--- src/rtl/mfp_ahb_uart_slave.sv ---
// AHB-Lite 8N1 UART slave: zero-wait-state register file, double-buffered TX, RX with small FIFO.
// Reads return data registered at the address-phase edge; writes land at the data-phase edge.
module mfp_ahb_uart_slave #(
  parameter int DEFAULT_DIV = 434,
  parameter int RX_FIFO_AW  = 2
) (
  input  logic        HCLK,
  input  logic        HRESETn,
  input  logic [31:0] HADDR,
  input  logic [2:0]  HBURST,
  input  logic        HMASTLOCK,
  input  logic [3:0]  HPROT,
  input  logic [2:0]  HSIZE,
  input  logic        HSEL,
  input  logic [1:0]  HTRANS,
  input  logic [31:0] HWDATA,
  input  logic        HWRITE,
  output logic [31:0] HRDATA,
  output logic        HREADY,
  output logic        HRESP,
  input  logic        SI_Endian,
  input  logic        UART_RX,
  output logic        UART_TX
);

  localparam int              DEPTH   = 1 << RX_FIFO_AW;
  localparam logic [RX_FIFO_AW:0] FULL_CNT = (RX_FIFO_AW+1)'(DEPTH);
  localparam logic [15:0]     MIN_DIV = 16'd16;

  localparam logic [1:0] S_IDLE  = 2'd0;
  localparam logic [1:0] S_START = 2'd1;
  localparam logic [1:0] S_DATA  = 2'd2;
  localparam logic [1:0] S_STOP  = 2'd3;

  logic unused_ok;
  assign unused_ok = ^{HADDR[31:4], HADDR[1:0], HBURST, HMASTLOCK, HPROT, HSIZE, HTRANS[0],
                       HWDATA[31:16], SI_Endian};

  assign HREADY = 1'b1;
  assign HRESP  = 1'b0;

  // Bus state
  logic        wr_pend;
  logic [1:0]  wr_addr;
  logic [15:0] divisor;
  logic        ovr, ferr;

  // TX state
  logic       hold_vld;
  logic [7:0] hold_dat;
  logic [1:0] tx_state;
  logic [15:0] tx_cnt;
  logic [2:0] tx_bit;
  logic [7:0] tx_sh;
  logic       tx_q;

  // RX state
  logic       rx_s1, rx_s2, rx_prev;
  logic [1:0] rx_state;
  logic [15:0] rx_cnt;
  logic [2:0] rx_bit;
  logic [7:0] rx_sh;

  // RX FIFO
  logic [7:0]            fifo_mem [0:DEPTH-1];
  logic [RX_FIFO_AW-1:0] rd_ptr, wr_ptr;
  logic [RX_FIFO_AW:0]   count;

  logic acc, rd_acc, pop, push, fe_evt, full, do_push, ovr_evt;
  logic tx_wr, st_wr, div_wr, rx_valid, tx_ready, tx_busy;
  logic [31:0] rd_val;

  assign acc      = HSEL & HTRANS[1];
  assign rd_acc   = acc & ~HWRITE;
  assign rx_valid = (count != '0);
  assign tx_ready = ~hold_vld;
  assign tx_busy  = (tx_state != S_IDLE);
  assign full     = (count == FULL_CNT);

  assign pop      = rd_acc & (HADDR[3:2] == 2'd0) & rx_valid;
  assign push     = (rx_state == S_STOP) & (rx_cnt == 16'd0) & rx_s2;
  assign fe_evt   = (rx_state == S_STOP) & (rx_cnt == 16'd0) & ~rx_s2;
  // A full FIFO still accepts a push when the head is popped on the same edge.
  assign do_push  = push & (~full | pop);
  assign ovr_evt  = push & full & ~pop;

  assign tx_wr  = wr_pend & (wr_addr == 2'd0);
  assign st_wr  = wr_pend & (wr_addr == 2'd1);
  assign div_wr = wr_pend & (wr_addr == 2'd2);

  assign UART_TX = tx_q;

  always_comb begin
    rd_val = '0;
    case (HADDR[3:2])
      2'd0:    if (rx_valid) rd_val = {24'd0, fifo_mem[rd_ptr]};
      2'd1:    rd_val = {27'd0, tx_busy, ferr, ovr, rx_valid, tx_ready};
      2'd2:    rd_val = {16'd0, divisor};
      default: rd_val = '0;
    endcase
  end

  always_ff @(posedge HCLK) begin
    if (!HRESETn) begin
      wr_pend <= 1'b0;
      wr_addr <= 2'd0;
      HRDATA  <= '0;
      divisor <= 16'(DEFAULT_DIV);
      ovr     <= 1'b0;
      ferr    <= 1'b0;
    end else begin
      wr_pend <= acc & HWRITE;
      wr_addr <= HADDR[3:2];
      if (rd_acc) HRDATA <= rd_val;
      if (div_wr) divisor <= (HWDATA[15:0] < MIN_DIV) ? MIN_DIV : HWDATA[15:0];
      if (ovr_evt) ovr <= 1'b1;
      else if (st_wr && HWDATA[2]) ovr <= 1'b0;
      if (fe_evt) ferr <= 1'b1;
      else if (st_wr && HWDATA[3]) ferr <= 1'b0;
    end
  end

  // Transmitter: each bit reloads its counter from the live divisor.
  always_ff @(posedge HCLK) begin
    if (!HRESETn) begin
      hold_vld <= 1'b0;
      hold_dat <= 8'd0;
      tx_state <= S_IDLE;
      tx_cnt   <= 16'd0;
      tx_bit   <= 3'd0;
      tx_sh    <= 8'd0;
      tx_q     <= 1'b1;
    end else begin
      if (tx_wr && !hold_vld) begin
        hold_vld <= 1'b1;
        hold_dat <= HWDATA[7:0];
      end
      case (tx_state)
        S_IDLE: begin
          if (hold_vld) begin
            tx_state <= S_START;
            hold_vld <= 1'b0;
            tx_sh    <= hold_dat;
            tx_cnt   <= divisor - 16'd1;
            tx_q     <= 1'b0;
          end
        end
        S_START: begin
          if (tx_cnt == 16'd0) begin
            tx_state <= S_DATA;
            tx_cnt   <= divisor - 16'd1;
            tx_bit   <= 3'd0;
            tx_q     <= tx_sh[0];
          end else begin
            tx_cnt <= tx_cnt - 16'd1;
          end
        end
        S_DATA: begin
          if (tx_cnt == 16'd0) begin
            tx_cnt <= divisor - 16'd1;
            if (tx_bit == 3'd7) begin
              tx_state <= S_STOP;
              tx_q     <= 1'b1;
            end else begin
              tx_bit <= tx_bit + 3'd1;
              tx_sh  <= {1'b0, tx_sh[7:1]};
              tx_q   <= tx_sh[1];
            end
          end else begin
            tx_cnt <= tx_cnt - 16'd1;
          end
        end
        default: begin
          if (tx_cnt == 16'd0) begin
            tx_cnt <= divisor - 16'd1;
            if (hold_vld) begin
              tx_state <= S_START;
              hold_vld <= 1'b0;
              tx_sh    <= hold_dat;
              tx_q     <= 1'b0;
            end else begin
              tx_state <= S_IDLE;
            end
          end else begin
            tx_cnt <= tx_cnt - 16'd1;
          end
        end
      endcase
    end
  end

  // Receiver: half-bit delay after the falling edge puts every later sample mid-bit.
  always_ff @(posedge HCLK) begin
    if (!HRESETn) begin
      rx_s1    <= 1'b1;
      rx_s2    <= 1'b1;
      rx_prev  <= 1'b1;
      rx_state <= S_IDLE;
      rx_cnt   <= 16'd0;
      rx_bit   <= 3'd0;
      rx_sh    <= 8'd0;
    end else begin
      rx_s1   <= UART_RX;
      rx_s2   <= rx_s1;
      rx_prev <= rx_s2;
      case (rx_state)
        S_IDLE: begin
          if (rx_prev && !rx_s2) begin
            rx_state <= S_START;
            rx_cnt   <= {1'b0, divisor[15:1]} - 16'd1;
          end
        end
        S_START: begin
          if (rx_cnt == 16'd0) begin
            if (rx_s2) begin
              rx_state <= S_IDLE;
            end else begin
              rx_state <= S_DATA;
              rx_cnt   <= divisor - 16'd1;
              rx_bit   <= 3'd0;
            end
          end else begin
            rx_cnt <= rx_cnt - 16'd1;
          end
        end
        S_DATA: begin
          if (rx_cnt == 16'd0) begin
            rx_sh  <= {rx_s2, rx_sh[7:1]};
            rx_cnt <= divisor - 16'd1;
            rx_bit <= rx_bit + 3'd1;
            if (rx_bit == 3'd7) rx_state <= S_STOP;
          end else begin
            rx_cnt <= rx_cnt - 16'd1;
          end
        end
        default: begin
          if (rx_cnt == 16'd0) rx_state <= S_IDLE;
          else rx_cnt <= rx_cnt - 16'd1;
        end
      endcase
    end
  end

  always_ff @(posedge HCLK) begin
    if (!HRESETn) begin
      rd_ptr <= '0;
      wr_ptr <= '0;
      count  <= '0;
    end else begin
      if (do_push) wr_ptr <= wr_ptr + 1'b1;
      if (pop)     rd_ptr <= rd_ptr + 1'b1;
      case ({do_push, pop})
        2'b10:   count <= count + 1'b1;
        2'b01:   count <= count - 1'b1;
        default: count <= count;
      endcase
    end
  end

  always_ff @(posedge HCLK) begin
    if (do_push) fifo_mem[wr_ptr] <= rx_sh;
  end

endmodule

--- config.mk ---
export PLATFORM = sky130hd
export DESIGN_NAME = mfp_ahb_uart_slave
export DESIGN_NICKNAME = d
export VERILOG_FILES = /design/src/rtl/mfp_ahb_uart_slave.sv
export SDC_FILE = /design/constraint.sdc
export NUM_CORES = 1
export LEC_CHECK = 0
export CAP_MARGIN = 15
export CORE_MARGIN = 2
export CORE_UTILIZATION = 55
export DETAILED_ROUTE_END_ITERATION = 10
export PLACE_DENSITY = 0.89
export SETUP_SLACK_MARGIN = 0.5
export SLEW_MARGIN = 5
export SYNTH_ARGS = -nofsm -noshare
export SYNTH_HDL_FRONTEND = slang
export SYNTH_SLANG_ARGS = --single-unit
--- constraint.sdc ---
create_clock -name HCLK -period 3.11 [get_ports HCLK]
set_clock_uncertainty 0.05 [all_clocks]
set_input_delay 0.4665 -clock HCLK [delete_from_list [all_inputs] [get_ports HCLK]]
set_output_delay 0.4665 -clock HCLK [all_outputs]
set_load 0.01 [all_outputs]
==> key figures <==
Power and ir drop
  – Clock power share: 0.299
  – Total power: 7110 uW
  – Seq pwr share: 0.325
  – VDD IR max: 0.556 mV
  – P_leak: 0.00324 uW
  – Pwr dens: 791 nW/um^2
  – Sw frac: 0.373
  – Comb power frac: 0.376
  – Net Sw Power: 2650 uW
  – Power Internal: 4460 uW

Global routing
  – GRT overflow: 0
  – First-pass GRT wire length: 31900 um
  – Number of global-route vias before repair: 6383
  – Total GRT Usage: 0.273
  – Largest net degree at the start of global routing: 31
  – Initial antenna violation count: 0

Detailed routing
  – Avg Vias per Cell: 6.22
  – Routed Wire Length: 20200 um
  – Post-route antenna net violation count: 0
  – DRC: 0
  – Iter 0 DRT Violations: 782
  – Wire per inst: 18.0 um
  – Via count: 6976
  – Drt pass-1 iters: 8

Synth
  – Cells after Synth: 897
  – Mean Syn Cell Area: 8.64 sq um
  – Cell with the most instances after synthesis: nand2_1
  – Count of cell types in the netlist: 74
  – FFs w/ async S/R, synth: 0
  – Yosys reg bits: 149
  – Synth Warn #: 0
  – EDFF count, synth: 32
  – Post-synthesis compound-gate area fraction: 0.175
  – Post-synthesis adder-cell area fraction: 0.0381
  – Post-synthesis cell area: 7750 sq um
  – Post-Synth Simple-Gate Area: 0.210
  – Synth Flop Type: dfxtp_1
  – Multiplexer area fraction after synthesis: 0.0468
  – Top cells by count, synth: nand2_1, dfxtp_1, a21oi_1, nor2_1, o21ai_0
  – Area share of the largest cell type after synthesis: 0.302
  – Synth top area cells: dfxtp_1, edfxtp_1, nand2_1
  – Cell taking the most area after synthesis: dfxtp_1
  – Largest family of logic cells by synthesized area: simple AND/OR/NAND/NOR gates
  – Post-synthesis sequential area ratio: 0.426
  – Post-Synth XOR/XNOR Area: 0.0418

Floorplan
  – CORE AREA: 13800 sq um
  – Chip height: 123 um
  – Die area: 15100 sq um
  – Initial Util: 0.561
  – Row cnt: 43
  – Die width: 123 um
  – IO Pins: 118

Finish
  – Post-route insts no fill: 1121
  – Design area: 8990 sq um
  – Layout area overhead: 16.0%
  – NumNets Final: 1034
  – Share of cells above drive strength 1: 0.0999
  – Diodes inserted: 0

STA
  – Setup Viol. Count Final: 0
  – Slew headroom: 0.347
  – Final worst path period share: 0.850
  – Final hold vios: 0
  – Hold WS: 0.372 ns
  – RSZ-0062 raised after global routing: yes
  – Post-route minimum period: 2.64 ns
  – Worst-Margin Slew: 0.971 ns
  – Max Freq: 0.378 GHz
  – Setup TNS: 0 ns
  – Fin. max-slew vios: 0

Placed design
  – Placed Area: 8290 sq um
  – Post-DP HPWL: 14000 um
  – Dpl cells: 1084
  – IO buf count: 40
  – Gpl congestion: 0.978

Critical path
  – Worst Path Arrival: 2.72 ns
  – CP endpoint kind: flop
  – Crit-path max FO: 8
  – CP required: 3.19 ns
  – CP Launch Type: flop
  – CP Class: flop to flop

Clock tree
  – CTS H-Tree Depth: 4
  – Post-CTS Hold Fix Bufs: 0
  – Worst-Skew Late Latency: 0.44 ns
  – Reg clk slew, reported paths: 0.07 ns
  – Clk root buf: clkbuf_16
  – CTS tree: built
  – Clk sinks: 149
  – CTS Buffer Depth: 2
  – CTS buffer count: 17

Hold path
  – Hold Path Class: flop to flop

Flow run
  – Max_cap viols: 0

Status
  – Status: finished clean
-- area by class of cell --
type,instances,area [sq um]
well taps,180,225
inverters,31,116
fillers,1049,4830
flip-flops and latches,149,3300
multi-input cells,658,4100
clock buffers,18,429
clock inverters,14,176
repair buffers,71,646
-- final timing paths --
kind,startpoint,endpoint,slack (ns),cells after the start
worst max-delay path,rx_cnt[0],fifo_mem[1][1],0.47,8
worst min-delay path,rx_s1,rx_s2,0.37,1
worst max register to register,rx_cnt[0],fifo_mem[1][1],0.47,8
worst min register to register,rx_s1,rx_s2,0.37,1
-- flip-flops by register name, summed over array words and instances, names as in the netlist, 8 cells and up, named ones only --
signal    cells
divisor      16
rx_sh         8
hold_dat      8
tx_cnt       16
tx_sh         8
fifo_mem     32
rx_cnt       16
HRDATA       16
-- metal layers --
metal  global-route usage  vias to the layer above  routed length (um)
met2                0.446                      364                9840
met5                    0                        -                   0
met1                0.341                     3280                8020
met3               0.0627                       75                1590
met4                0.126                        0                 710
li1                     -                     3257                   -
-- stage by stage --
stage,setup WS [ns],utilization
3_5_place_dp,0.296,0.599
3_3_place_gp,0.390,0.599
5_1_grt,0.428,0.651
2_1_floorplan,0.607,-
6_report,0.468,0.651
4_1_cts,0.501,0.645
-- cells in the final DEF (no fill, tap or decap), drive strengths merged, types with 4 or more instances in the layout --
master	instances
a22oi	10
nand2	120
o21ai	59
dfxtp	117
conb	18
nand3b	5
a2bb2oi	5
mux4	8
inv	35
a211oi	4
nor2b	4
nor3	24
buf	31
nand3	40
clkdlybuf4s50	40
xor2	21
a31oi	8
or3	14
clkinvlp	6
a21oi	79
nand4	8
xnor2	16
clkbuf	18
o22ai	9
and2	8
ha	22
edfxtp	32
o211ai	6
nand2b	11
mux2i	16
nor2	62
nor4	17
-- logic make-up (layout without fill, tap and decap cells) --
family / count (synthesis) / in the layout
AO/OA/AOI/OAI: 220 / 220
XOR/XNOR: 37 / 37
adder cells (fa/ha/maj): 23 / 23
buffers and inverters: 106 / 134
flip-flops: 149 / 149
multiplexers: 26 / 26
other: 2 / 18
AND/OR/NAND/NOR: 334 / 334
-- worst max-delay path: stages, from the launching register on --
cell	delay, ns
dfxtp_1	0.36
inv_1	0.07
ha_1	0.21
or4b_4	0.50
nor3_4	0.20
nand4b_1	0.26
nor3_2	0.22
buf_4	0.18
and2_2	0.28
-- power groups by stage --
stage	clock [uW]	sequential, uW	combinational (uW)
finish	2120	2310	2680
global placement	0	2320	2320
CTS	2130	2300	2430
floorplan	0	2280	1790
detailed placement	0	2330	2360
global route	2210	2330	2890
-- what timing repair did --
action / 4_1_cts / 5_1_grt
resized for setup: 8 / 11
pin swaps: 1 / 5
gates cloned: 0 / 0
setup endpoints to repair: 37 / 62
buffers inserted: 0 / 5
(Power assumes the default switching activity.)
